`config.mk`:
```
export PLATFORM = sky130hd
export DESIGN_NAME = match_report_arb
export DESIGN_NICKNAME = d
export VERILOG_FILES = /design/src/rtl/match_report_arb.sv
export SDC_FILE = /design/constraint.sdc
export NUM_CORES = 1
export LEC_CHECK = 0
export CORE_ASPECT_RATIO = 1.1
export CORE_MARGIN = 8
export CORE_UTILIZATION = 40
export CTS_BUF_LIST = sky130_fd_sc_hd__clkbuf_4
export DETAILED_ROUTE_END_ITERATION = 8
export PLACE_DENSITY = 0.66
export SYNTH_ARGS = -nofsm -noshare
export SYNTH_HDL_FRONTEND = slang
export SYNTH_SLANG_ARGS = --single-unit
export TNS_END_PERCENT = 10
```
`constraint.sdc`:
```
create_clock -name clk_i -period 5.1 [get_ports clk_i]
set_input_delay 0.765 -clock clk_i [delete_from_list [all_inputs] [get_ports clk_i]]
set_output_delay 0.765 -clock clk_i [all_outputs]
set_load 0.01 [all_outputs]
```
`src/rtl/match_report_arb.sv`:
```
// Round-robin collector for per-engine match reports: one holding slot per engine,
// a single registered valid/ready output stream and a delivered-report counter.
module match_report_arb #(
   parameter int REQ_NUM   = 4,
   parameter int REQ_NUM_W = (REQ_NUM == 1) ? 1 : $clog2(REQ_NUM),
   parameter int DATA_W    = 16,
   parameter int CNT_W     = 32
) (
   input  logic                      clk_i,
   input  logic                      rst_i,
   input  logic [REQ_NUM-1:0]        req_valid_i,
   input  logic [REQ_NUM*DATA_W-1:0] req_data_i,
   output logic [REQ_NUM-1:0]        req_ready_o,
   output logic                      out_valid_o,
   output logic [DATA_W-1:0]         out_data_o,
   output logic [REQ_NUM_W-1:0]      out_num_o,
   input  logic                      out_ready_i,
   output logic [CNT_W-1:0]          rpt_cnt_o
);

   logic [REQ_NUM-1:0]   hold_vld;
   logic [DATA_W-1:0]    hold_data [REQ_NUM];
   logic [REQ_NUM_W-1:0] rr_ptr;
   logic [REQ_NUM_W-1:0] rr_nxt;
   logic                 free;
   logic [REQ_NUM-1:0]   grant_vec;
   logic [REQ_NUM_W-1:0] grant_num;
   logic [DATA_W-1:0]    grant_data;
   logic [REQ_NUM-1:0]   hi_oh;
   logic [REQ_NUM-1:0]   lo_oh;
   logic                 hi_found;
   logic                 lo_found;

   assign free        = ~out_valid_o | out_ready_i;
   assign req_ready_o = ~hold_vld;

   // Rotating scan split in two: first set slot at or above rr_ptr, else first set slot below it.
   always_comb begin
      hi_oh      = '0;
      lo_oh      = '0;
      hi_found   = 1'b0;
      lo_found   = 1'b0;
      grant_vec  = '0;
      grant_num  = '0;
      grant_data = '0;
      rr_nxt     = rr_ptr;
      for (int unsigned i = 0; i < REQ_NUM; i++) begin
         if (hold_vld[i]) begin
            if (REQ_NUM_W'(i) >= rr_ptr) begin
               if (!hi_found) begin
                  hi_found = 1'b1;
                  hi_oh[i] = 1'b1;
               end
            end else if (!lo_found) begin
               lo_found = 1'b1;
               lo_oh[i] = 1'b1;
            end
         end
      end
      if (free) begin
         grant_vec = hi_found ? hi_oh : lo_oh;
      end
      for (int unsigned i = 0; i < REQ_NUM; i++) begin
         if (grant_vec[i]) begin
            grant_num  = REQ_NUM_W'(i);
            grant_data = hold_data[i];
            rr_nxt     = (i == REQ_NUM - 1) ? '0 : REQ_NUM_W'(i + 1);
         end
      end
   end

   always_ff @(posedge clk_i or posedge rst_i) begin
      if (rst_i) begin
         hold_vld <= '0;
         for (int unsigned i = 0; i < REQ_NUM; i++) begin
            hold_data[i] <= '0;
         end
      end else begin
         for (int unsigned i = 0; i < REQ_NUM; i++) begin
            if (grant_vec[i]) begin
               hold_vld[i] <= 1'b0;
            end else if (req_valid_i[i] && !hold_vld[i]) begin
               hold_vld[i]  <= 1'b1;
               hold_data[i] <= req_data_i[i*DATA_W +: DATA_W];
            end
         end
      end
   end

   always_ff @(posedge clk_i or posedge rst_i) begin
      if (rst_i) begin
         out_valid_o <= 1'b0;
         out_data_o  <= '0;
         out_num_o   <= '0;
         rr_ptr      <= '0;
      end else if (|grant_vec) begin
         out_valid_o <= 1'b1;
         out_data_o  <= grant_data;
         out_num_o   <= grant_num;
         rr_ptr      <= rr_nxt;
      end else if (free) begin
         out_valid_o <= 1'b0;
      end
   end

   always_ff @(posedge clk_i or posedge rst_i) begin
      if (rst_i) begin
         rpt_cnt_o <= '0;
      end else if (out_valid_o && out_ready_i) begin
         rpt_cnt_o <= rpt_cnt_o + CNT_W'(1);
      end
   end

endmodule

```
==> summary.txt <==
Worst setup path
  – Critical-path top delay cell: o311a_1
  – Nature of the critical path endpoint: flip-flop
  – Buf+Inv Stages, Crit Path: 1
  – CP Data Required Time: 5.51 ns
  – Critical Path Source Type: primary input
  – Data arrival, critical path: 3.83 ns
  – CP Depth: 6
  – CP peak stage delay: 0.68 ns
  – CP delay by family, top: simple AND/OR/NAND/NOR gates
  – CP max FO: 35
  – Critical Path, Cell by Cell: clkdlybuf4s50_1 > nand2b_1 > o311a_1 > nand3_2 > and4_1 > o2bb2ai_1
  – Crit path kind: in -> reg
  – Worst-case reg-to-reg path depth: 5

Layout
  – # nets final: 647
  – P&R area growth vs syn: 31.3%
  – Layout cell share with drive strength beyond 1: 0.173
  – Post-route insts no fill: 749
  – N_diodes: 0

Synthesis
  – Synth area leaders: dfrtp_1 56%, mux2_2 10%, xnor2_1 3.7%
  – FFs w/ async S/R, synth: 1.00
  – Synth cell types: 36
  – Mapped Cells: 452
  – Compound-cell area share of the yosys netlist: 0.102
  – Post-synth top cells: 121 x dfrtp_1, 49 x mux2_2, 33 x nand3_1, 31 x nand2_1, 23 x xnor2_1
  – Synth Area in Simple Gates: 0.140
  – Post-Syn Nets: 524
  – Share of the synthesized area in the top cell type: 0.562
  – Xor/xnor share of the synthesized area: 0.0504
  – Seq/Total Area, Yosys: 0.562
  – Post-synth design cell area: 0.00539 mm2
  – Flops & latches, synth: 121
  – Yosys warnings: 0
  – Largest family of logic cells by synthesized area: simple AND/OR/NAND/NOR gates
  – Multiplexer area fraction after synthesis: 0.102
  – Most used DFF post-synth: dfrtp_1
  – Syn Area/Cell: 11.9 um2
  – Post-Synth Adder-Cell Area: 0.00232
  – Area leader, netlist: dfrtp_1
  – Most frequent cell after synthesis: dfrtp_1
  – Post-synth EDFFs: 0

Clocking
  – Cts bufs inserted: 17
  – H-tree Lvls: 4
  – Post-CTS Setup Bufs: 0
  – Max clock buf depth: 2
  – Clk sinks: 121
  – CTS tree: done
  – Resize count post-CTS: 0
  – Hold buffer count at cts: 0
  – Clock transition at path regs: 0.11 ns
  – Worst-Skew Late Latency: 0.54 ns
  – Root buf cell: clkbuf_4

GRT
  – Largest net degree at the start of global routing: 65
  – Total grt overflow: 0
  – Tot GR Track Use: 0.164
  – Vias in the first global route: 4266
  – Initial antenna violation count: 0
  – First-pass GRT wire length: 22400 um

Timing
  – Setup_tns: 0 ns
  – Min Tclk post-route: 3.41 ns
  – Clock skew: 0.0171 ns
  – RSZ-0062 raised after global routing: no
  – # setup viols final: 0
  – Slew HR: 0.327
  – Period utilisation layout: 0.669
  – Smallest hold slack: 0.485 ns
  – Tightest Pin Transition: 1.00 ns
  – Final Max Slew Viols: 0
  – Max Freq: 293 MHz
  – Final Hold Vio Count: 0

Routing
  – Total Wirelength: 13600 um
  – Vias/cell: 5.23
  – Via Count: 3914
  – Wire per inst: 18.2 um
  – Routed Antenna Nets: 0
  – First-pass DRT Iterations: 4
  – DRC violations left: 0
  – Starting DRT DRC Count: 337

Power
  – Leakage power: 2.95 nW
  – Tot Pwr: 0.00399 W
  – Pwr dens: 564 mW/mm2
  – Peak VDD IR: 289 uV

Run
  – MaxCap Viol Count: 0

Floorplan
  – Die W: 127 um
  – IO Pins: 126
  – DIE AREA: 0.0174 mm2
  – Starting Density: 0.409
  – Core box area: 0.0132 mm2
  – Die height: 138 um
  – Floorplan row count: 44

Placed design
  – Input/output buffers: 125
  – Hpwl dp: 10200 um
  – Placer Congestion: 0.823
  – Placed instance count: 717

Hold path
  – Hold depth: 1
  – HP Class: reg -> reg

Status
  – Outcome: completed
==> where the power goes <==
part / total [W] / internal [W] / switching, W
combinational: 0.00155 / 0.000800 / 0.000752
sequential: 0.00166 / 0.00135 / 0.000312
clock: 0.000775 / 0.000390 / 0.000385
==> final timing paths <==
| kind | startpoint | endpoint | slack, ns |
|---|---|---|---|
| worst min-delay path | rpt_cnt_o[31] | rpt_cnt_o[31] | 0.48 |
| max in group asynchronous | rst_i | out_data_o[2] | 3.32 |
| worst max-delay path | out_ready_i | out_data_o[8] | 1.69 |
| min in group asynchronous | rst_i | rpt_cnt_o[24] | 0.73 |
| worst min register to register | rpt_cnt_o[31] | rpt_cnt_o[31] | 0.48 |
| worst max register to register | hold_vld[2] | out_data_o[8] | 2.00 |
==> through the flow <==
stage / utilization / worst slack, ns / cell area (um2)
finish: 0.537 / 1.69 / 7070
global route: 0.537 / 1.50 / 7070
CTS: 0.537 / 1.75 / 7070
detailed placement: 0.513 / 1.18 / 6740
global placement: 0.513 / 1.28 / 6740
floorplan: - / 1.12 / 5390
==> layer usage <==
layer | up-vias | GRT usage | wire length (um)
met1 | 1917 | 0.223 | 6670
li1 | 1855 | - | -
met2 | 129 | 0.242 | 5970
met5 | - | 0 | 0
met4 | 0 | 0.0463 | 110
met3 | 13 | 0.0550 | 867
==> cells in the final DEF, fill, tap and decap left out, drive strengths merged <==
cell / Yosys / routed
inv: 22 / 24
nor2: 22 / 22
nor3b: 1 / 1
clkinv: 0 / 6
clkbuf: 12 / 17
bufinv: 0 / 4
o311ai: 1 / 1
o2111a: 16 / 16
and4: 4 / 4
nand3: 35 / 35
a311oi: 1 / 1
nand2b: 3 / 3
xnor2: 23 / 23
and2: 6 / 6
ha: 1 / 1
nor2b: 6 / 6
or3: 1 / 1
o21ai: 18 / 18
nand4: 22 / 22
nand2: 32 / 32
mux2: 49 / 49
and3: 11 / 11
o221ai: 1 / 1
a31oi: 1 / 1
buf: 14 / 5
o21a: 2 / 2
o311a: 1 / 1
dfrtp: 121 / 121
clkinvlp: 0 / 3
o2bb2ai: 16 / 16
clkdlybuf4s50: 0 / 125
nor3: 2 / 2
xor2: 8 / 8
==> cells by family (layout without fill, tap and decap cells) <==
logic type,Yosys count,in the layout
AOI/OAI and AO/OA,57,57
xor gates and xnor gates,31,31
adders and majority gates,1,1
buffers and inverters,48,184
DFF,121,121
muxes,49,49
and+or+nand+nor,145,145
==> sequential cells by signal, summed over array words and instances (netlist names) <==
signal       cells
hold_data       64
hold_vld         4
out_data_o      16
out_num_o        2
out_valid_o      1
rpt_cnt_o       32
rr_ptr           2
==> cell type report <==
type	instances	area [um2]
multi-input combinational	283	2140
timing repair buffer	130	1290
tap	161	201
clock buffer	17	128
fill	1173	6090
clock inverter	15	200
sequential	121	3030
inverter	22	85.1
==> worst register-to-register path, cell delays in order, from the launching register on <==
cell	delay, ns
dfrtp_1	0.68
nor2b_1	0.30
o21ai_0	0.25
nand4_1	0.70
and4_1	0.81
o2bb2ai_1	0.25
Note: power is estimated with default switching activity, not from simulation.
